==> src/rtl/ibus_dbus_arbiter.sv <==
// ibus_dbus_arbiter: shares one memory port between fetch (ibus) and load/store (dbus)
module ibus_dbus_arbiter #(
  parameter int STARVE_MAX = 4,
  parameter int TIMEOUT    = 255
) (
  input  logic        i_clk,
  input  logic        i_rst_n,
  input  logic        i_ibus_req,
  input  logic [31:0] i_ibus_addr,
  output logic [31:0] o_ibus_data,
  output logic        o_ibus_rsp,
  input  logic        i_dbus_req,
  input  logic [31:0] i_dbus_addr,
  input  logic        i_dbus_we,
  input  logic [31:0] i_dbus_wdata,
  input  logic [3:0]  i_dbus_wmask,
  output logic [31:0] o_dbus_rdata,
  output logic        o_dbus_rsp,
  output logic        o_mem_req,
  output logic [31:0] o_mem_addr,
  output logic        o_mem_we,
  output logic [31:0] o_mem_wdata,
  output logic [3:0]  o_mem_wmask,
  input  logic [31:0] i_mem_rdata,
  input  logic        i_mem_rsp,
  output logic        o_bus_err
);
  localparam logic [1:0] IDLE  = 2'd0;
  localparam logic [1:0] GNT_I = 2'd1;
  localparam logic [1:0] GNT_D = 2'd2;
  logic [1:0]  state_q, state_d;
  logic [3:0]  starve_q, starve_d;
  logic [7:0]  tmo_q, tmo_d;
  logic [31:0] addr_q, addr_d, wdata_q, wdata_d;
  logic        we_q, we_d, err_q, err_d;
  logic [3:0]  wmask_q, wmask_d;
  logic        busy, arb, ireq, dreq, win_i, win_d, expire;
  always_comb begin
    busy     = state_q != IDLE;
    arb      = ~busy | i_mem_rsp;
    // the completing owner is masked so it cannot re-win on its own response edge
    ireq     = i_ibus_req & (state_q != GNT_I);
    dreq     = i_dbus_req & (state_q != GNT_D);
    win_d    = arb & dreq & ~(ireq & (starve_q == 4'(STARVE_MAX)));
    win_i    = arb & ireq & ~win_d;
    expire   = busy & ~i_mem_rsp & (tmo_q == 8'(TIMEOUT - 1));
    state_d  = win_d ? GNT_D : win_i ? GNT_I : (arb | expire) ? IDLE : state_q;
    tmo_d    = (win_d | win_i | expire | ~busy) ? 8'd0 : tmo_q + 8'd1;
    starve_d = win_i ? 4'd0 : (win_d & ireq & (starve_q != 4'(STARVE_MAX))) ? starve_q + 4'd1 : starve_q;
    addr_d   = win_d ? i_dbus_addr : win_i ? i_ibus_addr : addr_q;
    we_d     = win_d ? i_dbus_we : win_i ? 1'b0 : we_q;
    wdata_d  = win_d ? i_dbus_wdata : win_i ? 32'd0 : wdata_q;
    wmask_d  = win_d ? i_dbus_wmask : win_i ? 4'd0 : wmask_q;
    err_d    = expire;
  end
  always_ff @(posedge i_clk) begin
    if (!i_rst_n) begin
      state_q  <= IDLE;
      starve_q <= '0;
      tmo_q    <= '0;
      addr_q   <= '0;
      we_q     <= 1'b0;
      wdata_q  <= '0;
      wmask_q  <= '0;
      err_q    <= 1'b0;
    end else begin
      state_q  <= state_d;
      starve_q <= starve_d;
      tmo_q    <= tmo_d;
      addr_q   <= addr_d;
      we_q     <= we_d;
      wdata_q  <= wdata_d;
      wmask_q  <= wmask_d;
      err_q    <= err_d;
    end
  end
  assign o_mem_req    = state_q != IDLE;
  assign o_mem_addr   = addr_q;
  assign o_mem_we     = we_q;
  assign o_mem_wdata  = wdata_q;
  assign o_mem_wmask  = wmask_q;
  assign o_bus_err    = err_q;
  assign o_ibus_rsp   = i_mem_rsp & (state_q == GNT_I);
  assign o_dbus_rsp   = i_mem_rsp & (state_q == GNT_D);
  assign o_ibus_data  = o_ibus_rsp ? i_mem_rdata : 32'd0;
  assign o_dbus_rdata = o_dbus_rsp ? i_mem_rdata : 32'd0;
endmodule

==> config.mk <==
export PLATFORM = sky130hd
export DESIGN_NAME = ibus_dbus_arbiter
export DESIGN_NICKNAME = d
export VERILOG_FILES = /design/src/rtl/ibus_dbus_arbiter.sv
export SDC_FILE = /design/constraint.sdc
export NUM_CORES = 1
export LEC_CHECK = 0
export CAP_MARGIN = 5
export CORE_MARGIN = 2
export CORE_UTILIZATION = 39
export DETAILED_ROUTE_END_ITERATION = 6
export PLACE_DENSITY = 0.86
export SYNTH_ARGS = -nofsm -noshare
export SYNTH_HDL_FRONTEND = slang
export SYNTH_SLANG_ARGS = --single-unit
==> constraint.sdc <==
create_clock -name i_clk -period 4.5 [get_ports i_clk]
set_input_delay 0.45 -clock i_clk [delete_from_list [all_inputs] [get_ports i_clk]]
set_output_delay 0.45 -clock i_clk [all_outputs]
set_load 0.05 [all_outputs]
==> reports/qor.yml, run 1 <==
status: "complete, no violations"
fin_setup_tns_ns: 0
grt-ovfl-total: 0
tightest_slew_ns: 1.28
gp_congestion: 0.761
yosysMostFrequentCell: "dfxtp_1"
antenna_found_initial: 0
grt_setup_unrepaired: "false"
seq_area_sq_um: 1680
setup_violations: 0
max_clock_freq_mhz: 297
layout.nets: 823
netSwitchingPower_mw: 0.861
syn_avg_cell_area_sq_um: 9.57
clkTransAtPathRegs_ns: 0.09
final_hold_viol_count: 0
crit_path_end_kind: "output port"
yosys_warnings: 0
clock_latency_ns: 0.36
dieHeight_microns: 107
grt_pass1_vias: 4315
cts-resized-gates: 0
wire_per_inst_microns: 17.9
ant_nets: 0
seq_power_share_pct: 37.3
vias: 4435
hpwl_mm: 10.5
h-tree-depth: 3
cap_violations: 0
synthCells: 433
power_frac_comb_pct: 36.9
cts.sinks: 84
grt_max_degree: 43
firstDrtPassIters: 5
critPathMaxFanout: 42
yosysTopAreaCellShare_pct: 40.6
port_buffers: 274
synth_top_area_cell: "dfxtp_1"
cts_tree: "yes"
switching_share_pct: 37.9
ios: 275
synth.distinct_cells: 39
hold_ws_ns: 0.482
arrival_ns: 2.92
ys.flop_type: "dfxtp_1"
synth-async-reset-ratio_pct: 0
synth_area_sq_um: 4150
areaGrowthSynthToFinish_pct: 69.5
slew_violations: 0
rows: 37
antenna_cells: 0
via_per_inst: 5.40
clock_skew_ns: 0.0213
period_share_pct: 74.9
n_fill_cell: 792
slew_headroom_pct: 14.2
cts_buffers: 9
synth_edf_count: 0
ir_worst_vdd_uv: 221
required_ns: 4.05
routed_wl_mm: 14.7
synth-seq-cells: 84
powerDensity_nw_per_um2: 323
cts_post_setup_buffers_inserted: 0
drive_above_1_share_pct: 14.4
crit_type: "input port to output port"
core_sq_um: 10300
clock-root-buffer: "clkbuf_8"
intPower_mw: 1.41
seq_area_frac_synth_pct: 40.6
ys_top_cells_by_area: "dfxtp_1 41%, a41oi_2 11%, a22o_1 8.2%"
grt_pass1_wl_mm: 22.3
initial_core_util_pct: 40.2
holdBufCountCts: 0
die_area_sq_um: 11500
drc_errors: 0
synth_top_cells_by_count: "84 x dfxtp_1, 67 x o21ai_0, 39 x a22o_1"
leakagePower_nw: 2.68
start_kind: "input port"
fin_crit_ns: 3.37
clockBufferDepth: 2
multi_input_area_sq_um: 2230
syn_nets: 575
die_w_microns: 107
hp-class: "register to register"
grt_usage_pct: 24.4
drtIter0Drc: 362
clkPwrFrac_pct: 25.8
[per-stage QoR]
step | utilization (%) | area (sq um) | setup slack (ns) | std cells | total power [mW]
6_report | 68.1 | 7030 | 1.13 | 822 | 2.27
5_1_grt | 68.1 | 7030 | 0.999 | 822 | 2.38
4_1_cts | 68.1 | 7030 | 1.19 | 822 | 2.29
3_5_place_dp | 66.0 | 6810 | 1.20 | 806 | 1.70
3_3_place_gp | 66.0 | 6810 | 1.30 | 806 | 1.68
2_1_floorplan | - | 4150 | 2.15 | 433 | 1.37
[state kept, by name, summed over array words and instances (netlist names)]
| signal | count |
|---|---|
| state_q | 2 |
| o_mem_we | 1 |
| o_mem_wdata | 32 |
| tmo_q | 8 |
| o_mem_wmask | 4 |
| o_bus_err | 1 |
| o_mem_addr | 32 |
| starve_q | 4 |
[per-layer routing]
layer,vias up,part of all wire [%],track usage (%)
met5,-,0,0
li1,2113,-,-
met4,0,2.1,8.91
met1,2110,42,30.6
met3,22,6.7,4.92
met2,190,50,41.1
[path summary, 6_finish.rpt]
path / slack, ns / from / cells after the start / endpoint
worst max-delay path: 1.13 / i_mem_rsp / 3 / o_ibus_data[14]
worst min-delay path: 0.48 / o_mem_wdata[20]$_SDFFE_PN0P_ / 1 / o_mem_wdata[20]$_SDFFE_PN0P_
worst min register to register: 0.48 / o_mem_wdata[20]$_SDFFE_PN0P_ / 1 / o_mem_wdata[20]$_SDFFE_PN0P_
worst max register to register: 1.86 / state_q[0]$_SDFFE_PP0P_ / 4 / o_mem_addr[27]$_SDFFE_PN0P_
[power groups by stage]
stage | sequential (mW) | clock (mW) | combinational, mW
2_1_floorplan | 1.07 | 0 | 0.294
3_3_place_gp | 0.859 | 0 | 0.822
3_5_place_dp | 0.862 | 0 | 0.837
4_1_cts | 0.847 | 0.604 | 0.839
5_1_grt | 0.856 | 0.641 | 0.879
6_report | 0.847 | 0.585 | 0.837
[critical path, cell delays in order]
cell             delay [ns]
clkdlybuf4s50_1        1.32
and3_1                 0.32
clkdlybuf4s50_1        0.81
[cells in the final DEF (no fill, tap or decap), types with 4 or more instances in the layout]
cell             netlist  routed
clkdlybuf4s50_1        0     240
dfxtp_1               84      84
o21ai_0               67      67
buf_4                  0      40
a22o_1                39      39
and3_1                34      34
a21oi_1               34      34
and2_1                33      33
a41oi_2               29      29
nor2_1                13      13
clkbuf_8               0       9
inv_1                  5       5
nand3_1                5       5
ha_1                   4       4
[cell type report]
cell class,count,area share (%)
sequential,84,23.9
tap,136,2.42
clock buffer,9,1.76
clock inverter,7,1.30
timing repair buffer,281,38.5
multi-input combinational,299,31.7
inverter,6,0.320
[kinds of logic (layout without fill, tap and decap cells)]
logic type,after synthesis,in the layout,synth area share (%)
AO/OA/AOI/OAI,182,182,34.9
XOR/XNOR,6,6,1.27
adder cells (fa/ha/maj),4,4,1.21
buffers and inverters,50,303,5.95
flip-flops,84,84,40.6
AND/OR/NAND/NOR,107,107,16.1
No activity file was read; power rests on OpenSTA's default activity.
==> run 2, diff against run 1 <==
Settings changed: CORE_UTILIZATION 39 to 33, PLACE_DENSITY 0.86 to 0.78.
Clock period 4.5 ns to 2.9 ns, I/O delays scaled along.
==> reports/qor.yml, run 2 (synthesis gave the netlist of run 1 again) <==
ant_nets: 0  # unchanged
grt_pass1_vias: 4557  # +5.6%
fin_crit_ns: 2.25
cts.sinks: 84  # unchanged
dp.cells: 843  # +4.6%
grt_usage_pct: 22.9  # -1.4 points
vias: 4582  # +3.3%
clockBufferDepth: 2  # unchanged
die_w_microns: 116  # +8.4%
fin_util_pct: 65.7  # -2.4 points
core_sq_um: 12100  # +17%
rows: 40  # +8.1%
grt_max_degree: 39  # -9.3%
clkTransAtPathRegs_ns: 0.06  # -0.03 ns
port_buffers: 274  # unchanged
hp-class: "register to register"
fin_setup_tns_ns: 0  # unchanged
critPathMaxFanout: 6  # -86%
h-tree-depth: 3  # unchanged
instances_no_fill: 859  # +4.5%
powerDensity_nw_per_um2: 491  # +52%
clock_latency_ns: 0.34  # -0.02 ns
gp_congestion: 0.839  # +10%
grt-ovfl-total: 0  # unchanged
cts_buffers: 9  # unchanged
cts-resized-gates: 0  # unchanged
drtIter0Drc: 348  # -3.9%
firstDrtPassIters: 5  # unchanged
final_cell_mix: "207 x clkdlybuf4s50_1, 84 x dfxtp_1, 67 x o21ai_0, 67 x buf_12, 39 x a22o_1"
arrival_ns: 1.96  # -0.96 ns
ir_worst_vdd_uv: 384  # +74%
start_kind: "register"
final_common_cell: "clkdlybuf4s50_1"
crit_type: "register to output port"
required_ns: 2.61  # -1.44 ns
setup_violations: 0  # unchanged
wl_met1_mm: 6.30  # +2.7%
dr_wl_met3_mm: 1.03  # +4.9%
tightest_slew_ns: 1.07  # -0.213 ns
via_per_inst: 5.33  # -1.1%
cts_tree: "yes"
cts_post_setup_buffers_inserted: 0  # unchanged
final_hold_viol_count: 0  # unchanged
drive_above_1_share_pct: 19.8  # +5.4 points
cap_violations: 0  # unchanged
hpwl_mm: 11.7  # +11%
leakagePower_nw: 3.01  # +12%
layout.nets: 828  # +0.61%
status: "complete, no violations"
initial_core_util_pct: 34.2  # -5.9 points
clock-root-buffer: "clkbuf_16"
wl_met2_mm: 8.56  # +17%
grt_pass1_wl_mm: 24.2  # +8.6%
clock_skew_ns: 0.00472  # -0.0166 ns
max_clock_freq_mhz: 444
areaGrowthSynthToFinish_pct: 92.0
grt_setup_unrepaired: "false"
ios: 275  # unchanged
antenna_cells: 0  # unchanged
rrSetupSlack_ns: 0.65  # -1.21 ns
slew_violations: 0  # unchanged
drc_errors: 0  # unchanged
dr.max_layer_used: "met4"
slew_headroom_pct: 28.6  # +14 points
routed_wl_mm: 16.2  # +10%
holdBufCountCts: 0  # unchanged
period_share_pct: 77.6
antenna_found_initial: 0  # unchanged
crit_path_end_kind: "output port"
wire_per_inst_microns: 18.9  # +5.4%
die_area_sq_um: 13500  # +17%
dieHeight_microns: 116  # +8.4%
==> run 2: cell count changes in the layout (fill, tap and decap cells not counted) <==
cell,previous run,this run
inv_6,3,1
clkbuf_16,0,9
inv_8,1,0
buf_12,0,67
clkinv_2,0,1
clkinvlp_4,1,2
clkbuf_8,9,2
clkinv_8,1,0
clkdlybuf4s50_1,240,207
buf_4,40,11
==> run 2: per-layer routing <==
metal	global-route usage [%]	vias to the layer above
met1	27.4	2208
met4	6.83	0
met2	41.1	217
met5	0	-
li1	-	2129
met3	5.02	28
==> run 2: worst max-delay path, stage by stage, from the launching register on <==
cell and delay, ns:
dfxtp_1 0.51, nor2_4 0.11, inv_2 0.14, clkdlybuf4s50_1 0.87
==> run 2: cell type report <==
cell class | instances | area (sq um)
clock buffers | 11 | 253
flip-flops and latches | 84 | 1680
inverters | 6 | 22.5
fillers | 956 | 4150
multi-input cells | 299 | 2230
clock inverters | 5 | 58.8
repair buffers | 286 | 3500
well taps | 168 | 210
==> run 2: stage by stage <==
stage	setup WS [ns]	instance area [sq um]	hold slack (ns)	power, mW
after floorplan	0.707	4150	0.423	2.12
after global placement	0.635	7650	0.454	2.71
after detailed placement	0.586	7650	0.454	2.73
after CTS	0.625	7960	0.476	3.93
after global routing	0.562	7960	0.496	4.06
final	0.649	7960	0.475	3.91
==> run 2: power breakdown <==
part	total, mW	switching, mW	internal, mW
clock network	1.19	0.473	0.715
logic	1.41	0.820	0.586
registers	1.32	0.0604	1.26
==> run 2: final timing paths <==
path / cells past startpoint / end / from
max: 3 / o_mem_req / state_q[1]$_SDFFE_PN0P_
min: 1 / o_mem_wdata[14]$_SDFFE_PN0P_ / o_mem_wdata[14]$_SDFFE_PN0P_
max reg2reg: 6 / o_mem_addr[1]$_SDFFE_PN0P_ / starve_q[0]$_SDFFE_PP0P_
min reg2reg: 1 / o_mem_wdata[14]$_SDFFE_PN0P_ / o_mem_wdata[14]$_SDFFE_PN0P_
==> run 3, diff against run 2 <==
Clock period 2.9 ns to 1.8 ns, I/O delays scaled along.
==> reports/qor.yml, run 3 (synthesis gave the netlist of run 1 again) <==
status: "complete, no violations"
slowest_stage: "or3b_4"
port_buffers: 274  # unchanged
clockBufferDepth: 2  # unchanged
clock-root-buffer: "clkbuf_16"
slew_headroom_pct: 63.2  # +35 points
initial_core_util_pct: 34.2  # unchanged
cts.sinks: 84  # unchanged
rows: 40  # unchanged
max_clock_freq_mhz: 564
gp_congestion: 0.793  # -5.4%
hp-start: "i_dbus_req"
hp-class: "input port to register"
h-tree-depth: 3  # unchanged
timing.rr.end: "o_mem_addr[22]$_SDFFE_PN0P_"
clock_latency_ns: 0.34  # about the same
critPathMaxFanout: 8  # +2
cts_post_setup_buffers_inserted: 0  # unchanged
routed_wl_mm: 16.8  # +3.7%
via_per_inst: 5.26  # -1.4%
die_w_microns: 116  # unchanged
ff2ff_path_depth: 7  # +1
cap_violations: 0  # unchanged
powerDensity_nw_per_um2: 756  # +54%
grt_setup_unrepaired: "true"
grt-ovfl-total: 0  # unchanged
crit_path_end_kind: "register"
required_ns: 2.01  # -0.60 ns
firstDrtPassIters: 4  # -1
cts_buffers: 9  # unchanged
ios: 275  # unchanged
vias: 4585  # +0.065%
core_sq_um: 12100  # unchanged
worstHoldEndpoint: "state_q[1]$_SDFFE_PN0P_"
crit_chain: "inv_1 > ha_1 > nand3b_1 > or3b_4 > buf_12 > a41oi_2 > a21oi_1"
grt_pass1_wl_mm: 24.3  # +0.69%
final_hold_viol_count: 0  # unchanged
cts_tree: "yes"
hold_path_depth: 3  # +2
tightest_slew_ns: 0.550  # -0.521 ns
arrival_ns: 1.99  # +0.03 ns
wire_per_inst_microns: 19.3  # +2.2%
grt_pass1_vias: 4518  # -0.86%
start_kind: "register"
hold_ws_ns: 0.121  # -0.353 ns
clock_skew_ns: 0.00593  # +0.00122 ns
crit_buf_inv: 2  # unchanged
period_share_pct: 98.6
final_cell_mix: "200 x clkdlybuf4s50_1, 82 x dfxtp_1, 75 x buf_12"
drtIter0Drc: 319  # -8.3%
crit_type: "register to register"
grt_max_degree: 38  # -2.6%
drc_errors: 0  # unchanged
drive_above_1_share_pct: 24.3  # +4.5 points
path_delay_family: "simple AND/OR/NAND/NOR gates"
reg2reg_from: "starve_q[1]$_SDFFE_PP0P_"
hpwl_mm: 12.5  # +6.8%
rrSetupSlack_ns: 0.03  # -0.62 ns
antenna_cells: 0  # unchanged
place_ws_ns: -0.0999  # -0.685 ns
fin_util_pct: 67.6  # +1.9 points
setup_violations: 0  # unchanged
fin_crit_ns: 1.77
areaGrowthSynthToFinish_pct: 97.5
max_stage_delay_ns: 0.49  # -0.38 ns
grt_usage_pct: 23.3  # +0.42 points
final_common_cell: "clkdlybuf4s50_1"
setup_ws_ns: 0.0259  # -0.623 ns
layout.nets: 842  # +1.7%
antenna_found_initial: 0  # unchanged
leakagePower_nw: 3.14  # +4.3%
die_area_sq_um: 13500  # unchanged
total_power_mw: 6.19  # +58%
ir_worst_vdd_uv: 597  # +55%
slew_violations: 0  # unchanged
ant_nets: 0  # unchanged
dieHeight_microns: 116  # unchanged
clkTransAtPathRegs_ns: 0.06  # about the same
==> run 3: cell types whose count changed in the layout (fill, tap and decap cells not counted), sizes merged <==
cell,previous run,this run
bufinv,1,0
buf,79,99
clkbuf,11,10
inv,7,10
clkinvlp,2,0
clkinv,1,2
clkdlybuf4s50,207,200
==> run 3: per-layer routing <==
| layer | share of wire (%) | up-vias | track usage [%] |
|---|---|---|---|
| met1 | 38 | 2182 | 27.2 |
| li1 | - | 2158 | - |
| met3 | 6.5 | 42 | 5.75 |
| met5 | 0 | - | 0 |
| met2 | 52 | 203 | 41.3 |
| met4 | 3.1 | 0 | 8.89 |
==> run 3: report_power, final <==
group	switching, mW	internal (mW)	leakage, nW
Clock	0.789	0.942	0.137
Sequential	0.0968	2.02	0.692
Combinational	1.34	1.00	2.31
Total	2.22	3.97	3.14
==> run 3: worst reg2reg max path: stages (launching register included) <==
cell and delay (ns):
dfxtp_2 0.33, inv_1 0.07, ha_1 0.16, nand3b_1 0.11, or3b_4 0.49, buf_12 0.18, a41oi_2 0.20, a21oi_1 0.11
==> run 3: how the worst max path moves through the flow <==
stage / startpoint / to / depth (start not counted)
floorplan: state_q[1]$_SDFFE_PN0P_ / o_dbus_rdata[14] / 4
global placement: i_ibus_req / o_mem_addr[1]$_SDFFE_PN0P_ / 5
detailed placement: i_ibus_req / o_mem_addr[22]$_SDFFE_PN0P_ / 5
CTS: starve_q[1]$_SDFFE_PP0P_ / o_mem_addr[29]$_SDFFE_PN0P_ / 7
global route: starve_q[1]$_SDFFE_PP0P_ / o_mem_wdata[7]$_SDFFE_PN0P_ / 8
finish: starve_q[1]$_SDFFE_PP0P_ / o_mem_addr[22]$_SDFFE_PN0P_ / 7
==> run 3: stage by stage <==
step | area [sq um] | std cells | setup TNS (ns)
2_1_floorplan | 4160 | 433 | 0
3_3_place_gp | 7820 | 855 | -0.163
3_5_place_dp | 7820 | 855 | -1.63
4_1_cts | 8130 | 871 | 0
5_1_grt | 8190 | 872 | -0.861
6_report | 8190 | 872 | 0
==> run 3: layout make-up <==
type	instances	area, sq um
Clock inverter	6	45.0
Timing Repair Buffer	300	3730
Fill cell	915	3930
Inverter	6	22.5
Clock buffer	9	225
Multi-Input combinational cell	299	2260
Sequential cell	84	1690
Tap cell	168	210
==> run 3: timing repair <==
action / in CTS / in global routing
hold buffers: 0 / 0
gates resized for setup: 5 / 8
pin swaps: 0 / 3
hold endpoints to repair: 0 / 0
setup endpoints to repair: 71 / 67
cloned: 1 / 1
